--- config.mk ---
export PLATFORM = sky130hd
export DESIGN_NAME = brick_map_arbiter
export DESIGN_NICKNAME = d
export VERILOG_FILES = /design/src/rtl/brick_map_arbiter.sv
export SDC_FILE = /design/constraint.sdc
export NUM_CORES = 1
export LEC_CHECK = 0
export CAP_MARGIN = 30
export CORE_MARGIN = 2
export CORE_UTILIZATION = 42
export CTS_CLUSTER_DIAMETER = 200
export DETAILED_ROUTE_END_ITERATION = 6
export PLACE_DENSITY = 0.78
export SLEW_MARGIN = 20
export SYNTH_ARGS = -nofsm -noshare
export SYNTH_HDL_FRONTEND = slang
export SYNTH_SLANG_ARGS = --single-unit
--- constraint.sdc ---
create_clock -name clk -period 3.02 [get_ports clk]
set_input_delay 0.604 -clock clk [delete_from_list [all_inputs] [get_ports clk]]
set_output_delay 0.604 -clock clk [all_outputs]
set_load 0.05 [all_outputs]
--- src/rtl/brick_map_arbiter.sv ---
// -----------------------------------------------------------------------------
// brick_map_arbiter
//
// Purpose:
//   Owns the single-port brick map RAM and shares it between three requesters:
//   the video renderer (read), the ball physics (atomic read-decrement-write
//   "hit") and the level loader (write). It also keeps the live-brick count and
//   raises a one-cycle win pulse when the last brick is destroyed.
//
// Build option:
//   VID_STALL_STATS_EN - when defined, vid_stall_cnt counts the cycles in which
//                        video requested but was not granted. When undefined,
//                        vid_stall_cnt is tied to 0.
//
// Ports:
//   clk, rst                  clock; asynchronous active-low reset
//   vid_req/vid_addr          video read request and address
//   vid_gnt                   video request accepted this cycle
//   vid_rvalid/vid_rdata      read data, one cycle after vid_gnt
//   hit_req/hit_addr          physics hit request, held until hit_ack
//   hit_ack/hit_miss/
//   hit_destroyed             hit completion pulse and its result flags
//   load_req/load_addr/
//   load_data/load_gnt        level loader write request and grant
//   cnt_clr                   zero the brick counter
//   mem_addr/mem_we/
//   mem_wdata/mem_rdata       single-port RAM, 1-cycle read latency
//   bricks_left               live-brick count
//   win                       one-cycle pulse when the last brick is destroyed
//   vid_stall_cnt             video stall statistic (0 when option disabled)
// -----------------------------------------------------------------------------
module brick_map_arbiter #(
  parameter int ADDR_W    = 6,
  parameter int DATA_W    = 2,
  parameter int CNT_W     = 7,
  parameter int VID_BURST = 8
) (
  input  logic              clk,
  input  logic              rst,
  input  logic              vid_req,
  input  logic [ADDR_W-1:0] vid_addr,
  output logic              vid_gnt,
  output logic              vid_rvalid,
  output logic [DATA_W-1:0] vid_rdata,
  input  logic              hit_req,
  input  logic [ADDR_W-1:0] hit_addr,
  output logic              hit_ack,
  output logic              hit_miss,
  output logic              hit_destroyed,
  input  logic              load_req,
  input  logic [ADDR_W-1:0] load_addr,
  input  logic [DATA_W-1:0] load_data,
  output logic              load_gnt,
  input  logic              cnt_clr,
  output logic [ADDR_W-1:0] mem_addr,
  output logic              mem_we,
  output logic [DATA_W-1:0] mem_wdata,
  input  logic [DATA_W-1:0] mem_rdata,
  output logic [CNT_W-1:0]  bricks_left,
  output logic              win,
  output logic [15:0]       vid_stall_cnt
);

  localparam int BURST_W = $clog2(VID_BURST + 1);

  typedef enum logic {IDLE, HIT_WB} state_t;

  state_t              state_q, state_d;
  logic [ADDR_W-1:0]   hit_addr_q, hit_addr_d;
  logic [BURST_W-1:0]  burst_q, burst_d;
  logic [CNT_W-1:0]    bricks_q, bricks_d;
  logic                vid_rvalid_q, vid_rvalid_d;
  logic                cnt_inc, cnt_dec;
  logic                burst_full;

  assign burst_full = (burst_q == BURST_W'(VID_BURST));

  always_comb begin
    state_d       = state_q;
    hit_addr_d    = hit_addr_q;
    burst_d       = burst_q;
    vid_gnt       = 1'b0;
    hit_ack       = 1'b0;
    hit_miss      = 1'b0;
    hit_destroyed = 1'b0;
    load_gnt      = 1'b0;
    win           = 1'b0;
    mem_addr      = vid_addr;
    mem_we        = 1'b0;
    mem_wdata     = '0;
    cnt_inc       = 1'b0;
    cnt_dec       = 1'b0;

    case (state_q)
      IDLE: begin
        // Video wins unless it has used up its burst allowance against a
        // waiting hit.
        if (vid_req && !(burst_full && hit_req)) begin
          vid_gnt  = 1'b1;
          mem_addr = vid_addr;
          if (hit_req && !burst_full) begin
            burst_d = burst_q + BURST_W'(1);
          end
        end else if (hit_req) begin
          mem_addr   = hit_addr;
          hit_addr_d = hit_addr;
          burst_d    = '0;
          state_d    = HIT_WB;
        end else if (load_req) begin
          mem_addr  = load_addr;
          mem_we    = 1'b1;
          mem_wdata = load_data;
          load_gnt  = 1'b1;
          cnt_inc   = (load_data != '0);
        end
      end
      HIT_WB: begin
        // mem_rdata holds the value read in the preceding IDLE cycle.
        mem_addr = hit_addr_q;
        hit_ack  = 1'b1;
        state_d  = IDLE;
        if (mem_rdata == '0) begin
          hit_miss = 1'b1;
        end else begin
          mem_we    = 1'b1;
          mem_wdata = mem_rdata - DATA_W'(1);
          if (mem_rdata == DATA_W'(1)) begin
            hit_destroyed = 1'b1;
            cnt_dec       = 1'b1;
            win           = (bricks_q == CNT_W'(1)) && !cnt_clr;
          end
        end
      end
      default: state_d = IDLE;
    endcase

    // The burst allowance only matters while a hit is waiting.
    if (!hit_req) begin
      burst_d = '0;
    end

    // Clear has top precedence; otherwise saturate at both ends.
    bricks_d = bricks_q;
    if (cnt_clr) begin
      bricks_d = '0;
    end else if (cnt_inc && (bricks_q != {CNT_W{1'b1}})) begin
      bricks_d = bricks_q + CNT_W'(1);
    end else if (cnt_dec && (bricks_q != '0)) begin
      bricks_d = bricks_q - CNT_W'(1);
    end

    vid_rvalid_d = vid_gnt;
  end

  always_ff @(posedge clk or negedge rst) begin
    if (!rst) begin
      state_q      <= IDLE;
      hit_addr_q   <= '0;
      burst_q      <= '0;
      bricks_q     <= '0;
      vid_rvalid_q <= 1'b0;
    end else begin
      state_q      <= state_d;
      hit_addr_q   <= hit_addr_d;
      burst_q      <= burst_d;
      bricks_q     <= bricks_d;
      vid_rvalid_q <= vid_rvalid_d;
    end
  end

  assign vid_rvalid  = vid_rvalid_q;
  // The RAM output register carries the data; gate it so it reads 0 when idle.
  assign vid_rdata   = vid_rvalid_q ? mem_rdata : '0;
  assign bricks_left = bricks_q;

`ifdef VID_STALL_STATS_EN
  logic [15:0] stall_q, stall_d;

  always_comb begin
    stall_d = stall_q;
    if (cnt_clr) begin
      stall_d = '0;
    end else if (vid_req && !vid_gnt && (stall_q != 16'hFFFF)) begin
      stall_d = stall_q + 16'd1;
    end
  end

  always_ff @(posedge clk or negedge rst) begin
    if (!rst) begin
      stall_q <= '0;
    end else begin
      stall_q <= stall_d;
    end
  end

  assign vid_stall_cnt = stall_q;
`else
  assign vid_stall_cnt = 16'd0;
`endif

endmodule

==> results of run 1 <==
## critical path, stage by stage
cell and delay [ps]:
clkdlybuf4s50_1 570, nor3b_1 220, buf_4 220, a222oi_1 310, nand2_1 150, buf_12 170
## Yosys cell counts (all sizes together), types with 4 or more instances
master,number
buf,22
dfrtp,19
nand2,14
mux2i,8
nor2b,8
o21ai,8
a221o,6
ha,6
inv,6
mux2,6
nand3,5
nor3,5
nor2,4
nor3b,4
## per-stage QoR
step / total power [µW] / instance area [µm²]
2_1_floorplan: 879.1 / 1565
3_3_place_gp: 1093 / 2116
3_5_place_dp: 1099 / 2116
4_1_cts: 1231 / 2143
5_1_grt: 1310 / 2155
6_report: 1225 / 2155
## power by group
part,leakage (µW),switching [µW],internal (µW)
sequential,0.000242,84.0,307
combinational,0.000686,418,287
clock,0.0000177,80.0,49.3
## layer usage
layer  up-vias  part of all wire (%)
met1       643                    45
met4         0                  0.88
met3         4                   6.8
met2        60                    47
li1        667                     -
met5         -                     0
## sequential cells by signal, summed over array words and instances, names as in the netlist
name,flops
vid_rvalid,1
hit_addr_q,6
bricks_left,7
burst_q,4
state_q,1
## layout make-up
cell class | count | area [µm²]
clock buffers | 3 | 22.52
clock inverters | 1 | 5.005
fillers | 294 | 1235
inverters | 6 | 22.52
multi-input cells | 126 | 884.6
flip-flops and latches | 19 | 475.5
well taps | 46 | 57.56
repair buffers | 59 | 686.9
## how the worst min path moves through the flow
stage	slack (ps)	to	from	cells after the start
detailed placement	500	hit_addr_q[1]$_DFFE_PN0P_	hit_addr_q[1]$_DFFE_PN0P_	1
global placement	490	hit_addr_q[2]$_DFFE_PN0P_	hit_addr_q[2]$_DFFE_PN0P_	1
global route	540	hit_addr_q[4]$_DFFE_PN0P_	hit_addr_q[4]$_DFFE_PN0P_	1
finish	520	hit_addr_q[5]$_DFFE_PN0P_	hit_addr_q[5]$_DFFE_PN0P_	1
floorplan	310	bricks_left[0]$_DFFE_PN0P_	rst	0
CTS	530	hit_addr_q[1]$_DFFE_PN0P_	hit_addr_q[1]$_DFFE_PN0P_	1
## logic make-up after synthesis
family	count (synthesis)
and+or+nand+nor	55
AOI/OAI and AO/OA	34
buffers and inverters	31
DFF	19
muxes	14
adders and majority gates	6
other	1
xor gates and xnor gates	1
==> summary.json, run 1 <==
{
  "result_of_the_run": "complete, no violations",
  "cts-buffers-inserted": 3,
  "wire_per_inst_um": 14.06,
  "finalWeightedCongestion": 0.8321,
  "rrSetupSlack_ps": 680,
  "cp.required_ps": 2420,
  "die_width_um": 63.87,
  "netlist.top_cell.by_area": "dfrtp_1",
  "clk-insertion-delay-late_ps": 300,
  "htree_levels": 1,
  "global_route.usage.met2_pct": 28.65,
  "worst_setup_path_end_kind": "output pin",
  "synthArstFlopShare_pct": 100.0,
  "cts_hold_buffers": 0,
  "grt.overflow.total": 0,
  "mapped_area_mm2": 0.001505,
  "leading_cell_type_in_the_layout_fill_and_taps_excluded": "clkdlybuf4s50_1",
  "timing.final.max_slew_violations": 0,
  "fin_nets": 249,
  "floorplan.die.height_um": 63.87,
  "clk_pin_slew_worst_paths_ps": 110,
  "worst-r2r-cell-count": 6,
  "synth_edf_count": 0,
  "ys.flop_type": "dfrtp_1",
  "preCtsSetupSlack_ps": 194.0,
  "placement_rows": 21,
  "pin_count": 69,
  "synthesis.area_per_instance_um2": 9.349,
  "layout_setup_ws_ps": 171.8,
  "synthXorXnorAreaFrac_pct": 0.5819,
  "postCtsSetupRepairBufs": 0,
  "timing.final.setup_violations": 0,
  "timing.final.crit_period_ps": 2848,
  "synth_seq_cells": 19,
  "synth_compound_area_share_pct": 17.46,
  "cts-resized-gates": 0,
  "via_count_of_the_first_global_routing_pass": 1255,
  "port_buffers": 52,
  "hp-class": "flop to flop",
  "leading_cell_types_by_total_area_after_synthesis": "dfrtp_1 (32%), buf_4 (8.5%), mux2i_1 (5.3%)",
  "post-route-period-util_pct": 94.31,
  "max_slew_margin_pct": 55.09,
  "sequential_to_total_area_share_from_yosys_stat_pct": 31.59,
  "placeable_area_mm2": 0.003390,
  "setup.worst_path.start_class": "primary input",
  "post_layout_nonfiller_instances": 260,
  "fraction_of_layout_cells_with_a_size_suffix_above_1_pct": 16.82,
  "detail_route.wirelength_um": 3655,
  "pin_count_of_the_biggest_net_entering_global_routing": 21,
  "ir_drop_uv": 488.1,
  "gr-usage-met3_pct": 2.993,
  "main_combinational_cell_family_by_area_after_synthesis": "simple AND/OR/NAND/NOR gates",
  "grt_util_all_layers_pct": 18.08,
  "detail_route.iter0.violations": 55,
  "detail_route.drc_violations": 0,
  "final_cell_mix": "clkdlybuf4s50_1 (36), dfrtp_1 (19), conb_1 (16)",
  "actual_transition_at_the_worst_max_transition_pin_ps": 673.7,
  "initial_utilization_pct": 44.41,
  "postRouteAntennaNets": 0,
  "cts-root-buf": "clkbuf_4",
  "detailedPlacementHpwl_um": 2801,
  "tns_ps": 0,
  "achievable-frequency_mhz": 351.1,
  "post_synth_and_or_nand_nor_area_fraction_pct": 21.70,
  "drv.max_cap_violation_count": 0,
  "synth-adder-area-share_pct": 4.988,
  "reg2reg_from": "bricks_left[0]$_DFFE_PN0P_",
  "p_per_area_mw_per_mm2": 568.6,
  "rsz0062_at_grt": "false",
  "crit_path_max_fanout": 13,
  "cp_data_arrival_time_ps": 2240,
  "critical_path.startpoint": "hit_req",
  "routing_layer_with_the_top_usage_in_global_route": "met2",
  "yosys_warnings": 0,
  "vias": 1374,
  "drt_pass1_iterations": 4,
  "cts_tree": "built",
  "numPlacedInstances": 255,
  "finish.utilization_pct": 63.57,
  "fp.dieArea_mm2": 0.004079,
  "layout-area-overhead-vs-synth_pct": 43.14,
  "skew_ps": 4.542,
  "antenna_cells_inserted": 0,
  "antenna_found_initial": 0,
  "cts_sinks": 19,
  "criticalPathCategory": "primary input to output pin",
  "yosys.cell_types.count": 43,
  "grt_first_pass_wirelength_um": 5865,
  "hold_viol": 0,
  "cts_buffer_depth": 2,
  "worst_r2r_endpoint": "bricks_left[3]$_DFFE_PN0P_",
  "grt.met1_usage_pct": 24.17,
  "power.static_leakage_uw": 0.0009449,
  "synthesis.instances": 161,
  "fin_worst_hold_slack_ps": 523.7,
  "synth_top_area_share_pct": 31.59,
  "crit_end": "mem_addr[3]",
  "via_per_inst": 5.285,
  "mux_contribution_to_synthesized_area_pct": 9.809
}
Note: power is estimated with default switching activity, not from simulation.
==> run 2, diff against run 1 <==
--- a/config.mk
+++ b/config.mk
@@ -10,6 +10,7 @@
 export CORE_UTILIZATION = 42
 export CTS_CLUSTER_DIAMETER = 200
 export DETAILED_ROUTE_END_ITERATION = 6
+export GPL_ROUTABILITY_DRIVEN = 0
 export PLACE_DENSITY = 0.78
 export SLEW_MARGIN = 20
 export SYNTH_ARGS = -nofsm -noshare
==> results of run 2 <==
Final layout, timing and power as in run 1 (identical DEF).
